## src/rtl/issue_layer_sequencer.sv

```systemverilog
// Walks one Issue instance through a host-written table of per-layer convolution configs.
// Optional ISSUE_SEQ_PERF_EN adds a per-layer RUN-cycle counter (layer_cycles / layer_cycles_valid).
module issue_layer_sequencer #(
  parameter int MAX_LAYERS  = 8,
  parameter int LAYER_IDX_W = 3,
  parameter int RST_HOLD    = 2
) (
  input  logic                   clk,
  input  logic                   rst,
  input  logic                   cfg_wr_en,
  input  logic [LAYER_IDX_W-1:0] cfg_wr_addr,
  input  logic [21:0]            cfg_wr_data,
  input  logic [LAYER_IDX_W:0]   num_layers,
  input  logic                   start,
  input  logic                   abort,
  output logic [7:0]             issue_image_dim,
  output logic [8:0]             issue_image_depth,
  output logic [1:0]             issue_filter_halfsize,
  output logic [2:0]             issue_filter_stride,
  output logic                   issue_rst,
  input  logic                   issue_done,
  output logic [LAYER_IDX_W-1:0] layer_idx,
  output logic                   busy,
  output logic                   all_done,
  output logic                   cfg_err
`ifdef ISSUE_SEQ_PERF_EN
  ,
  output logic [31:0]            layer_cycles,
  output logic                   layer_cycles_valid
`endif
);

  typedef enum logic [2:0] {
    S_IDLE,
    S_LOAD,
    S_RESET,
    S_RUN,
    S_NEXT,
    S_FINISH
  } state_t;

  state_t                 state_q;
  logic [21:0]            table_q [MAX_LAYERS];
  logic [LAYER_IDX_W:0]   num_layers_q;
  logic [LAYER_IDX_W-1:0] layer_idx_q;
  logic [3:0]             hold_cnt_q;
  logic [7:0]             dim_q;
  logic [8:0]             depth_q;
  logic [1:0]             halfsize_q;
  logic [2:0]             stride_q;
  logic                   all_done_q;
  logic                   cfg_err_q;

  // The table is deliberately outside the reset domain so a run can be replayed after rst.
  always_ff @(posedge clk) begin
    if (cfg_wr_en && (32'(cfg_wr_addr) < MAX_LAYERS)) begin
      table_q[cfg_wr_addr] <= cfg_wr_data;
    end
  end

  // Combinational read; a same-cycle write lands at the edge, so LOAD sees the old entry.
  logic [21:0] ld_entry;
  logic [7:0]  ld_dim;
  logic [8:0]  ld_depth;
  assign ld_entry = table_q[layer_idx_q];
  assign ld_dim   = ld_entry[21:14];
  assign ld_depth = ld_entry[13:5];

`ifdef ISSUE_SEQ_PERF_EN
  logic [31:0] cyc_cnt_q;
  logic        cyc_vld_q;
`endif

  always_ff @(posedge clk) begin
    if (rst) begin
      state_q      <= S_IDLE;
      num_layers_q <= '0;
      layer_idx_q  <= '0;
      hold_cnt_q   <= '0;
      dim_q        <= '0;
      depth_q      <= '0;
      halfsize_q   <= '0;
      stride_q     <= '0;
      all_done_q   <= 1'b0;
      cfg_err_q    <= 1'b0;
`ifdef ISSUE_SEQ_PERF_EN
      cyc_cnt_q    <= '0;
      cyc_vld_q    <= 1'b0;
`endif
    end else begin
      all_done_q <= 1'b0;
      cfg_err_q  <= 1'b0;
`ifdef ISSUE_SEQ_PERF_EN
      cyc_vld_q  <= 1'b0;
`endif
      if (abort) begin
        state_q <= S_IDLE;
      end else begin
        case (state_q)
          S_IDLE: begin
            if (start) begin
              if ((num_layers != '0) && (32'(num_layers) <= MAX_LAYERS)) begin
                num_layers_q <= num_layers;
                layer_idx_q  <= '0;
                state_q      <= S_LOAD;
              end else begin
                cfg_err_q <= 1'b1;
              end
            end
          end
          S_LOAD: begin
            dim_q      <= ld_dim;
            depth_q    <= ld_depth;
            halfsize_q <= ld_entry[4:3];
            stride_q   <= ld_entry[2:0];
            // Issue cannot handle an empty volume or an image smaller than 13 pixels.
            if ((ld_depth == '0) || (ld_dim < 8'd13)) begin
              cfg_err_q <= 1'b1;
              state_q   <= S_IDLE;
            end else begin
              hold_cnt_q <= '0;
              state_q    <= S_RESET;
            end
          end
          S_RESET: begin
            if (hold_cnt_q == 4'(RST_HOLD - 1)) begin
              state_q <= S_RUN;
`ifdef ISSUE_SEQ_PERF_EN
              cyc_cnt_q <= '0;
`endif
            end else begin
              hold_cnt_q <= hold_cnt_q + 4'd1;
            end
          end
          S_RUN: begin
`ifdef ISSUE_SEQ_PERF_EN
            if (cyc_cnt_q != '1) begin
              cyc_cnt_q <= cyc_cnt_q + 32'd1;
            end
`endif
            if (issue_done) begin
              state_q <= S_NEXT;
`ifdef ISSUE_SEQ_PERF_EN
              cyc_vld_q <= 1'b1;
`endif
            end
          end
          S_NEXT: begin
            if ({1'b0, layer_idx_q} == (num_layers_q - (LAYER_IDX_W+1)'(1))) begin
              all_done_q <= 1'b1;
              state_q    <= S_FINISH;
            end else begin
              layer_idx_q <= layer_idx_q + LAYER_IDX_W'(1);
              state_q     <= S_LOAD;
            end
          end
          S_FINISH: begin
            state_q <= S_IDLE;
          end
          default: begin
            state_q <= S_IDLE;
          end
        endcase
      end
    end
  end

  assign issue_rst             = (state_q != S_RUN);
  assign busy                  = (state_q != S_IDLE);
  assign issue_image_dim       = dim_q;
  assign issue_image_depth     = depth_q;
  assign issue_filter_halfsize = halfsize_q;
  assign issue_filter_stride   = stride_q;
  assign layer_idx             = layer_idx_q;
  assign all_done              = all_done_q;
  assign cfg_err               = cfg_err_q;

`ifdef ISSUE_SEQ_PERF_EN
  assign layer_cycles       = cyc_cnt_q;
  assign layer_cycles_valid = cyc_vld_q;
`endif

endmodule

```

## config.mk

```make
export PLATFORM = sky130hd
export DESIGN_NAME = issue_layer_sequencer
export DESIGN_NICKNAME = d
export VERILOG_FILES = /design/src/rtl/issue_layer_sequencer.sv
export SDC_FILE = /design/constraint.sdc
export NUM_CORES = 1
export LEC_CHECK = 0
export CORE_AREA = 2 2 135 137
export CTS_CLUSTER_DIAMETER = 60
export DETAILED_ROUTE_END_ITERATION = 16
export DIE_AREA = 0 0 137 139
export PLACE_DENSITY = 0.79
export SLEW_MARGIN = 30
export SYNTH_ARGS = -nofsm -noshare
export SYNTH_HDL_FRONTEND = slang
export SYNTH_SLANG_ARGS = --single-unit
```

## constraint.sdc

```tcl
create_clock -name clk -period 3.18 [get_ports clk]
set_input_delay 0.636 -clock clk [delete_from_list [all_inputs] [get_ports clk]]
set_output_delay 0.636 -clock clk [all_outputs]
set_load 0.1 [all_outputs]
```

=== After elaboration in Yosys (flattened, before gate mapping) ===
Memories as Yosys holds them, arrays and structs flattened. A register that Yosys moved wholly into a read port is not among the register bits.
Index checks and enable logic that the tools add are counted.

* Bitwise gates (word level): 2
* $lt $le $gt $ge: 2
* Equality and inequality tests: 14
* Muxes and demuxes: 23
* Reductions and logical operators: 15
* $add $sub $neg: 3

{| class="wikitable"
|+ Operators with widths
! kind !! number
|-
| two-way mux 3 bit || 10
|-
| case mux 3 bit (5 select lines) || 1
|-
| != test 2 bit, second input constant || 7
|-
| AND reduction 4 bit || 3
|-
| zero test 9 bit || 1
|-
| less-than comparator 8 x 4 -> 1 bit, second input constant || 1
|-
| two-way mux 4 bit || 2
|-
| case mux 4 bit (2 select lines) || 1
|-
| == test 3 x 2 -> 1 bit, second input constant || 2
|-
| two-way mux 1 bit || 6
|-
| case mux 3 bit (2 select lines) || 1
|-
| AND reduction 5 bit || 1
|-
| adder 4 x 1 -> 4 bit, second input constant || 1
|-
| == test 3 x 4 -> 1 bit || 1
|-
| == test 4 x 1 -> 1 bit, second input constant || 1
|-
| less-or-equal comparator 4 bit, second input constant || 1
|-
| nonzero test 2 bit || 2
|-
| nonzero test 4 bit || 1
|-
| subtractor 4 x 1 -> 4 bit, second input constant || 1
|-
| adder 3 x 1 -> 3 bit, second input constant || 1
|-
| == test 3 x 1 -> 1 bit, second input constant || 1
|-
| == test 3 bit, second input constant || 1
|-
| zero test 3 bit || 1
|-
| != test 3 x 2 -> 1 bit, second input constant || 1
|-
| 9 further kinds || 10
|}

* Word-level logic and storage cells: 70
* Memory bits (writable): 176
* Register bits after elaboration: 38
* Input bits: 35
* Memories kept: 1

{| class="wikitable"
|+ Memories
! memory !! depth !! width !! read ports !! clocked after Yosys merged registers in !! wr ports !! line !! source
|-
| table_q || 8 || 22 || 1 || 1 || 1 || 43 || <nowiki>logic [21:0] table_q [MAX_LAYERS];</nowiki>
|}

=== Logic depth before layout (Yosys ltp) ===
* Depth after elaboration: 7
* Gate-level depth with buffers: 8
* Gate-level depth less buffers: 8

=== Worst setup path before layout ===
No wires, ideal clock.

* Path kind: input port to flip-flop
* Start: in cfg_wr_addr[1]
* End: mem table_q[0][0], enable pin
* Stages on the path: 2
* Arrival time: 2351 ps
* Path buffers: 0
* Slack: 400 ps
* Path through: nand2b_1 > nor3_1

{| class="wikitable"
|+ RTL lines
! element !! line !! source
|-
| start, declared || 11 || <nowiki>input logic [LAYER_IDX_W-1:0] cfg_wr_addr,</nowiki>
|-
| end, declared || 43 ||
|}

No word-level cell before the write port.

==> flow_summary.ini <==
[clock_network]
post_cts.repair.setup_buffers = 0
clock_latency_ns = 0.50
clkSinkCount = 217
hold_buffers = 0
clk_pin_slew_ns = 0.06
cts-resized-gates = 0
cts_buffers = 22
h-tree-depth = 1
cts_tree = done
clock_path_buffers = 3
cts-root-buf = clkbuf_16

[logic_synthesis]
yosysTopAreaCellShare_pct = 61.46
synth_cells = 502
seq_area_frac_synth_pct = 71.00
synth_top_area_cell = edfxtp_1
synthTopCellsByArea = edfxtp_1 (61%), mux4_2 (11%), dfxtp_1 (9.5%), mux2i_1 (2.6%), nor2_1 (1.8%)
yosysWarnings = 0
synth_edf_count = 176
syn_nets = 541
ys_types = 49
synth_ff_type = edfxtp_1
synth-seq-cells = 217
syn_avg_cell_area_um2 = 17.13
synth_area_mm2 = 0.008599
async_reset_ff_share_pct = 0

[drt]
wl_met3_mm = 1.282
routed_via_density = 5.852
postRouteAntennaNets = 0
wl_met2_mm = 8.425
drt_wl_total_mm = 17.83
top_layer = met4
dr.pass1.iters = 5
drc = 0
drtIter0Drc = 353
via_count = 4863
wl_met1_mm = 7.757
drt-wirelength-per-cell_um = 21.45

[sta]
finalMaxSlewViolations = 0
fin_hold_ws_ns = 0.4998
clock.fmax_mhz = 383.8
slew_headroom_pct = 57.11
fin_crit_sh_pct = 81.94
worst_pin_slew_ns = 0.6434
layout_min_cycle_time_ns = 2.606
grt_setup_unrepaired = false
fin_worst_skew_ns = 0.01473
final_hold_viol_count = 0
fin_tns_setup_ns = 0
setup_violations = 0

[finish]
stdcell_count = 831
fillCellCount = 1286
nNetsFinal = 625
layout_commonest_cell = edfxtp_1
multi_input_area_mm2 = 0.002360
area_growth_pct = 18.67
antenna_cells = 0
final_cell_mix = edfxtp_1 (176), buf_4 (53), mux4_2 (43)
drive_above_1_share_pct = 24.92
register_area_mm2 = 0.006110
finalInstanceArea_mm2 = 0.01020

[flow_run]
cap_violations = 0

[power]
irDropWorstVdd_mv = 0.3618
p_sw_share_pct = 21.16
power.density_mw_per_mm2 = 576.3
power.switching_mw = 1.244
p_int_mw = 4.637
p_comb_share_pct = 4.9
p_seq_share_pct = 54.2
clkPwrFrac_pct = 40.9
p_leak_nw = 3.241

[global_route]
antenna_found_initial = 0
grt_first_pass_wirelength_mm = 27.91
grt_usage_pct = 19.17
grt_overflow_total = 0
grt_pass1_vias = 4980
grt_start_max_net_pins = 32

[floorplanning]
dieArea_mm2 = 0.01904
dieWidth_um = 137
start_util_pct = 48.70
die_h_um = 139
num_rows = 49
core_mm2 = 0.01766
io_pins = 64

[worst_setup_path]
crit_path_start_kind = flop
path_delay_family = flip-flops
crit_arrival_ns = 3.01
worst_setup_path_end_kind = flop
worst_ep_required_time_ns = 3.59
reg2reg_slack_ns = 0.57
cpPeakStageDelay_ns = 0.74
crit_chain = buf_4 -> mux4_2 -> o2111ai_1 -> o21ai_1 -> nor4_1 -> a21oi_2 -> a311oi_2
reg2reg_depth = 7
crit_path_max_fanout = 27
worst_path_max_delay_cell = dfxtp_2
reg2reg_to = hold_cnt_q[0]
setup.worst_path.class = flop to flop
worst-path-buf-inv = 1

[placed_design]
gp_congestion = 0.8113
port_buffers = 63
hpwlAfterDp_mm = 11.03
post_dp_cell_area_mm2 = 0.009520
dpl.cell_count = 791

[min_path]
hold_depth = 2
hold_end = num_layers_q[3]
hold_path.class = flop to flop
min_from = num_layers_q[3]

[status]
status = finished clean
per-layer routing:
metal  GRT usage, %  vias up
met2          29.69      178
met4          5.480        0
met1          27.65     2472
li1               -     2180
met3          4.057       33
met5              0        -
registers in the layout, indices dropped and copies added, names as in the netlist, 2 cells and up, named ones only:
register,cells
hold_cnt_q,4
issue_filter_halfsize,2
issue_filter_stride,3
issue_image_depth,9
issue_image_dim,8
layer_idx,3
num_layers_q,4
state_q,3
table_q,176
metrics by stage:
stage | total power [mW] | setup WS, ns | utilization, %
3_3_place_gp | 3.514 | 0.5163 | 53.92
3_5_place_dp | 3.531 | 0.4351 | 53.92
4_1_cts | 5.917 | 0.5535 | 57.79
2_1_floorplan | 3.392 | 0.4003 | -
6_report | 5.881 | 0.5742 | 57.79
5_1_grt | 6.053 | 0.3583 | 57.79
synth_stat cells (3+ instances only):
master / count
o211ai_1: 3
dfxtp_1: 41
edfxtp_1: 176
o21ai_0: 3
or3_1: 3
nand2_1: 17
mux4_2: 43
nor4_1: 4
nand2b_1: 8
inv_1: 5
o2111ai_1: 3
or4_1: 5
xnor2_1: 4
a21oi_1: 10
nand3_1: 7
clkbuf_1: 17
buf_1: 5
nor3_1: 14
a211oi_1: 19
o21ai_1: 5
nor2b_1: 6
mux2i_1: 22
ha_1: 4
nor2_1: 41
or4b_1: 3
nand3b_1: 3
worst reg2reg max path: stages (launching register included):
cell and delay (ns):
dfxtp_2 0.74, buf_4 0.35, mux4_2 0.38, o2111ai_1 0.11, o21ai_1 0.16, nor4_1 0.39, a21oi_2 0.13, a311oi_2 0.24
power by group through the flow:
stage          sequential, mW  clock, mW  combinational [mW]
6_report                 3.19       2.41               0.285
5_1_grt                  3.19       2.56               0.305
4_1_cts                  3.19       2.44               0.286
3_5_place_dp             3.25          0               0.285
3_3_place_gp             3.24          0               0.275
2_1_floorplan            3.29          0               0.102
layout make-up:
type                    instances  area share (%)
clock inverters                10          0.6130
inverters                       7          0.2575
clock buffers                  30           6.094
multi-input cells             251           23.12
flip-flops and latches        217           59.87
well taps                     229           2.808
repair buffers                 87           7.234
worst max path at each step:
stage,from,to,slack [ns],cells past startpoint
3_5_place_dp,num_layers[0],num_layers_q[2],0.44,6
6_report,flop,hold_cnt_q[0],0.57,7
4_1_cts,flop,hold_cnt_q[0],0.55,7
5_1_grt,flop,hold_cnt_q[0],0.36,7
2_1_floorplan,cfg_wr_addr[1],table_q[0][0],0.40,2
3_3_place_gp,num_layers[0],num_layers_q[0],0.52,6
logic make-up after synthesis:
family                   synth area share (%)
AO/OA/AOI/OAI                           5.107
XOR/XNOR                               0.4073
adder cells (fa/ha/maj)                0.5820
buffers and inverters                   1.877
flip-flops                              71.00
multiplexers                            13.95
AND/OR/NAND/NOR                         7.071
Note: power is estimated with default switching activity, not from simulation.
==> RTL edit 1, RTL diff (same settings) <==
The option `ISSUE_SEQ_PERF_EN` is turned on by a define.
--- a/src/rtl/issue_layer_sequencer.sv
+++ b/src/rtl/issue_layer_sequencer.sv
@@ -1,5 +1,7 @@
 // Walks one Issue instance through a host-written table of per-layer convolution configs.
 // Optional ISSUE_SEQ_PERF_EN adds a per-layer RUN-cycle counter (layer_cycles / layer_cycles_valid).
+`define ISSUE_SEQ_PERF_EN
+
 module issue_layer_sequencer #(
   parameter int MAX_LAYERS  = 8,
   parameter int LAYER_IDX_W = 3,
Check against the original RTL (old outputs only; new: layer_cycles and layer_cycles_valid): equivalent (Yosys induction, for registers that start in step).
==> RTL edit 1 against the unedited design <==
Hold slack worse by 8.7 ps; area after synthesis up 17%; worst setup slack worse by 32 ps; fmax down 1.2%; sequential cell count up 33; total power up 18%; cell area up 18%; routed wire length up 15%; critical path type unchanged; largest cell class unchanged.
==> RTL edit 1: results (changes against the unedited design) <==
- First-pass GRT wire length: 32100 microns (+15%)
- Clk_skew: 13.2 ps (-1.55 ps)
- Synth top area share: 52.4% (-9.1 points)
- Outcome: finished, final reports clean
- Post-DP HPWL: 12600 microns (+15%)
- Worst-Skew Late Latency: 530 ps (+30 ps)
- IO buf count: 96 (+52%)
- Total GRT Usage: 21.7% (+2.5 points)
- Worst path slowest cell: mux4_2
- CTS buffer count: 25 (+14%)
- P_sw: 1.43 mW (+15%)
- Final GP Congestion: 0.793 (-2.2%)
- Share of cells above drive strength 1: 24.1% (-0.83 points)
- Slew headroom: 47.9% (-9.2 points)
- 1st-iter DRT viols: 447 (+27%)
- Via density: 5.99 (+2.3%)
- Worst path arrival time: 3050 ps (+40 ps)
- Top cells by count, synth: 176 x edfxtp_1, 74 x dfxtp_1, 51 x nor2_1
- Largest net degree at the start of global routing: 45 (+41%)
- Worst ir drop on vdd: 0.532 mV (+47%)
- Dpl cells: 976 (+23%)
- Post-place instance area: 11200 sq um (+18%)
- Register area share after synthesis: 67.0% (-4.0 points)
- Highest cell delay on the worst timing path: 560 ps (-180 ps)
- Leak Pwr: 3.92 nW (+21%)
- Syn_area_per_cell: 15.1 sq um (-12%)
- Nets: 814 (+30%)
- Hold Path Class: flip-flop to flip-flop
- Distinct cells, synth: 62 (+27%)
==> RTL edit 1: critical path, delay by kind of cell (launching register included) <==
| family | cells | cell delay (ps) |
|---|---|---|
| buffers and inverters | 1 | 270 |
| multiplexers | 3 | 1120 |
| AND/OR/NAND/NOR | 2 | 490 |
| flip-flops | 1 | 400 |
| AO/OA/AOI/OAI | 1 | 200 |
==> RTL edit 1: worst paths after layout <==
check,slack (ps),end,depth (start not counted)
worst max-delay path,540,hold_cnt_q[1],7
worst max register to register,540,hold_cnt_q[1],7
worst min-delay path,490,num_layers_q[3],2
worst min register to register,490,num_layers_q[3],2
==> RTL edit 1: through the flow <==
stage | utilization (%) | worst slack [ps]
finish | 68.4 | 543
global route | 68.4 | 321
CTS | 68.4 | 529
detailed placement | 63.5 | 285
global placement | 63.5 | 397
floorplan | - | 201
==> RTL edit 1: layout make-up <==
cell class | instances | area (sq um)
Clock inverter | 8 | 130
Inverter | 12 | 45.0
Tap cell | 229 | 287
Sequential cell | 250 | 6770
Clock buffer | 38 | 729
Fill cell | 1135 | 5580
Multi-Input combinational cell | 372 | 3120
Timing Repair Buffer | 113 | 996
==> RTL edit 1: layer usage <==
layer  vias up  track usage, %  share of wire [%]
met1      3004            29.4                 41
met3        32            4.31                7.2
li1       2853               -                  -
met5         -               0                  0
met4         0            4.50                1.8
met2       232            36.6                 50
==> RTL edit 1: kinds of logic after synthesis <==
kind of cell,count (synthesis),share of synthesized area [%]
compound gates,107,6.78
xor+xnor,7,0.744
fa+ha+maj,5,0.620
buf+inv,47,2.38
flops,250,67.0
mux,72,12.6
simple gates,181,9.83
==> RTL edit 1: power by group through the flow <==
stage | logic, mW | clock network, mW | registers, mW
final | 0.307 | 3.03 | 3.60
after global routing | 0.328 | 3.20 | 3.60
after CTS | 0.308 | 3.07 | 3.60
after detailed placement | 0.307 | 0 | 3.67
after global placement | 0.297 | 0 | 3.66
after floorplan | 0.114 | 0 | 3.72
==> RTL edit 2, RTL diff (same settings) <==
Made on the original files. Reset style: asynchronous (`rst`), changed in one clocked block.
--- a/src/rtl/issue_layer_sequencer.sv
+++ b/src/rtl/issue_layer_sequencer.sv
@@ -71,7 +71,7 @@
   logic        cyc_vld_q;
 `endif
 
-  always_ff @(posedge clk) begin
+  always_ff @(posedge clk or posedge rst) begin
     if (rst) begin
       state_q      <= S_IDLE;
       num_layers_q <= '0;
Check against the original RTL: differs if rst is asserted again (counterexample within 4 cycles, from zero or initial values and one cycle with rst high); with rst held inactive, the same outputs for 4 cycles.
==> RTL edit 2 against the unedited design <==
Worst setup slack worse by 65 ps; sequential cell count is 3 lower; cell area is 3.1% lower; area after synthesis is 2.7% lower; routed wire length is 5.7% lower; first-iteration DRC count is 21% higher; critical path type unchanged.
Power is not compared: it rests on default switching activity, and its combinational part moved more than twofold at a synthesized area within 25%.
==> RTL edit 2: results (changes against the unedited design) <==
- Nets: 580 (-7.2%)
- Post-place instance area: 9290 sq um (-2.5%)
- Seq group: 3.47 mW
- Post-CTS setup buffer count: 0 (unchanged)
- R2R cell count: 7 (unchanged)
- TritonRoute pass-1 iters: 5 (unchanged)
- Worst ir drop on vdd: 0.679 mV
- Clk slew on worst S/H paths: 60 ps (about the same)
- Clock root cell: clkbuf_16
- Worst path arrival time: 3030 ps (+20 ps)
- Met3 Use GR: 4.24% (+0.18 points)
- Syn_nets: 499 (-7.8%)
- 1st-iter DRT viols: 426 (+21%)
- Post-DP HPWL: 10200 microns (-7.3%)
- R2r endpoint: state_q[1]
- Leak Pwr: 3.33 nW
- Outcome: finished, final reports clean
- Register area share after synthesis: 74.5% (+3.5 points)
- Share of flip-flops with an asynchronous set or reset: 17.8% (+18 points)
- Dpl cells: 747 (-5.6%)
- Hold Path Class: input pin to asynchronous set/reset pin
- R2R Setup Slk: 510 ps (-60 ps)
- Number of global-route vias before repair: 4692 (-5.8%)
- Worst Setup SP: layer_idx[1]
- CP max FO: 21 (-22%)
- Clock net power: 2.19 mW
- Final GP Congestion: 0.827 (+1.9%)
- Top cells by count, synth: 176 x edfxtp_1, 38 x dfrtp_1, 37 x mux4_2
- Biggest register: table_q
- IO buf count: 63 (unchanged)
- Routed WL per cell: 21.5 microns (+0.13%)
- Total GRT Usage: 17.9% (-1.3 points)
- Largest register FFs: 176 (unchanged)
- Final setup fails: 0 (unchanged)
- Initial antenna violation count: 1 (+1)
- Post-CTS sizing: 0 (unchanged)
- Via count: 4418 (-9.2%)
- Antenna diodes: 0 (unchanged)
- Pre-CTS setup slack: 551 ps (+116 ps)
- Share of cells above drive strength 1: 22.7% (-2.2 points)
- Distinct cells, synth: 38 (-22%)
- Pint: 5.00 mW
- GR Util met1: 24.1% (-3.5 points)
- Met2 Use GR: 29.5% (-0.24 points)
- Largest net degree at the start of global routing: 35 (+9.4%)
- Synth Warn #: 0 (unchanged)
- Power Total: 7.58 mW
- Worst-Skew Late Latency: 490 ps
- Clk_skew: 15.9 ps (+1.16 ps)
- Worst Hold Slack: 488 ps (-11.4 ps)
- Syn_area_per_cell: 18.2 sq um (+6.2%)
- First-pass GRT wire length: 25800 microns (-7.7%)
- Top post-synthesis cells by area: edfxtp_1 63%, dfrtp_1 11%, mux4_2 10%, mux2i_1 3.1%, o21ai_0 1.6%
- Non-Filler Instances: 783 (-5.8%)
- CTS buffer count: 21 (-4.5%)
- Worst Tran Pin Value: 687 ps (+44.1 ps)
## RTL edit 2: cell count changes after synthesis, sizes merged, moves of 5 or more
cell,unedited run,this run
a211oi,20,0
clkbuf,17,7
dfrtp,0,38
dfxtp,41,0
mux2,1,8
mux4,43,37
nand2,17,35
nor2,41,11
nor2b,6,1
nor3,14,8
nor4,5,0
o21ai,8,27
or4,5,0
## RTL edit 2: layer usage
metal | wire (microns) | up-vias
met1 | 7050 | 2275
met2 | 8350 | 137
met3 | 1110 | 30
met4 | 285 | 2
met5 | 13 | -
li1 | - | 1974
## RTL edit 2: area by class of cell
type / count / area (sq um)
Fill cell: 1327 / 7770
Sequential cell: 214 / 6240
Multi-Input combinational cell: 219 / 2020
Timing Repair Buffer: 79 / 716
Clock buffer: 32 / 587
Tap cell: 229 / 287
Inverter: 6 / 22.5
Clock inverter: 4 / 15.0
## RTL edit 2: cell families after synthesis
kind of cell	Yosys count	share of synthesized area, %
muxes	71	14.1
adders and majority gates	4	0.598
xor gates and xnor gates	5	0.523
buffers and inverters	27	1.59
DFF	214	74.5
and+or+nand+nor	81	4.62
AOI/OAI and AO/OA	58	3.99
## RTL edit 2: worst max-delay path by stage
stage          cells after the start  slack [ps]       endpoint
2_1_floorplan                      9         220     state_q[1]
4_1_cts                            7         500  hold_cnt_q[1]
5_1_grt                            7         290  hold_cnt_q[1]
3_3_place_gp                       7         550     state_q[1]
3_5_place_dp                       7         550     state_q[1]
6_report                           7         510     state_q[1]
## RTL edit 2: critical path: stages, from the launching register on
cell and delay [ps]:
dfrtp_2 750, mux4_2 580, mux2i_1 220, nand3_1 110
or3_1 380, o22a_1 250, a31oi_1 190, nor3_1 60
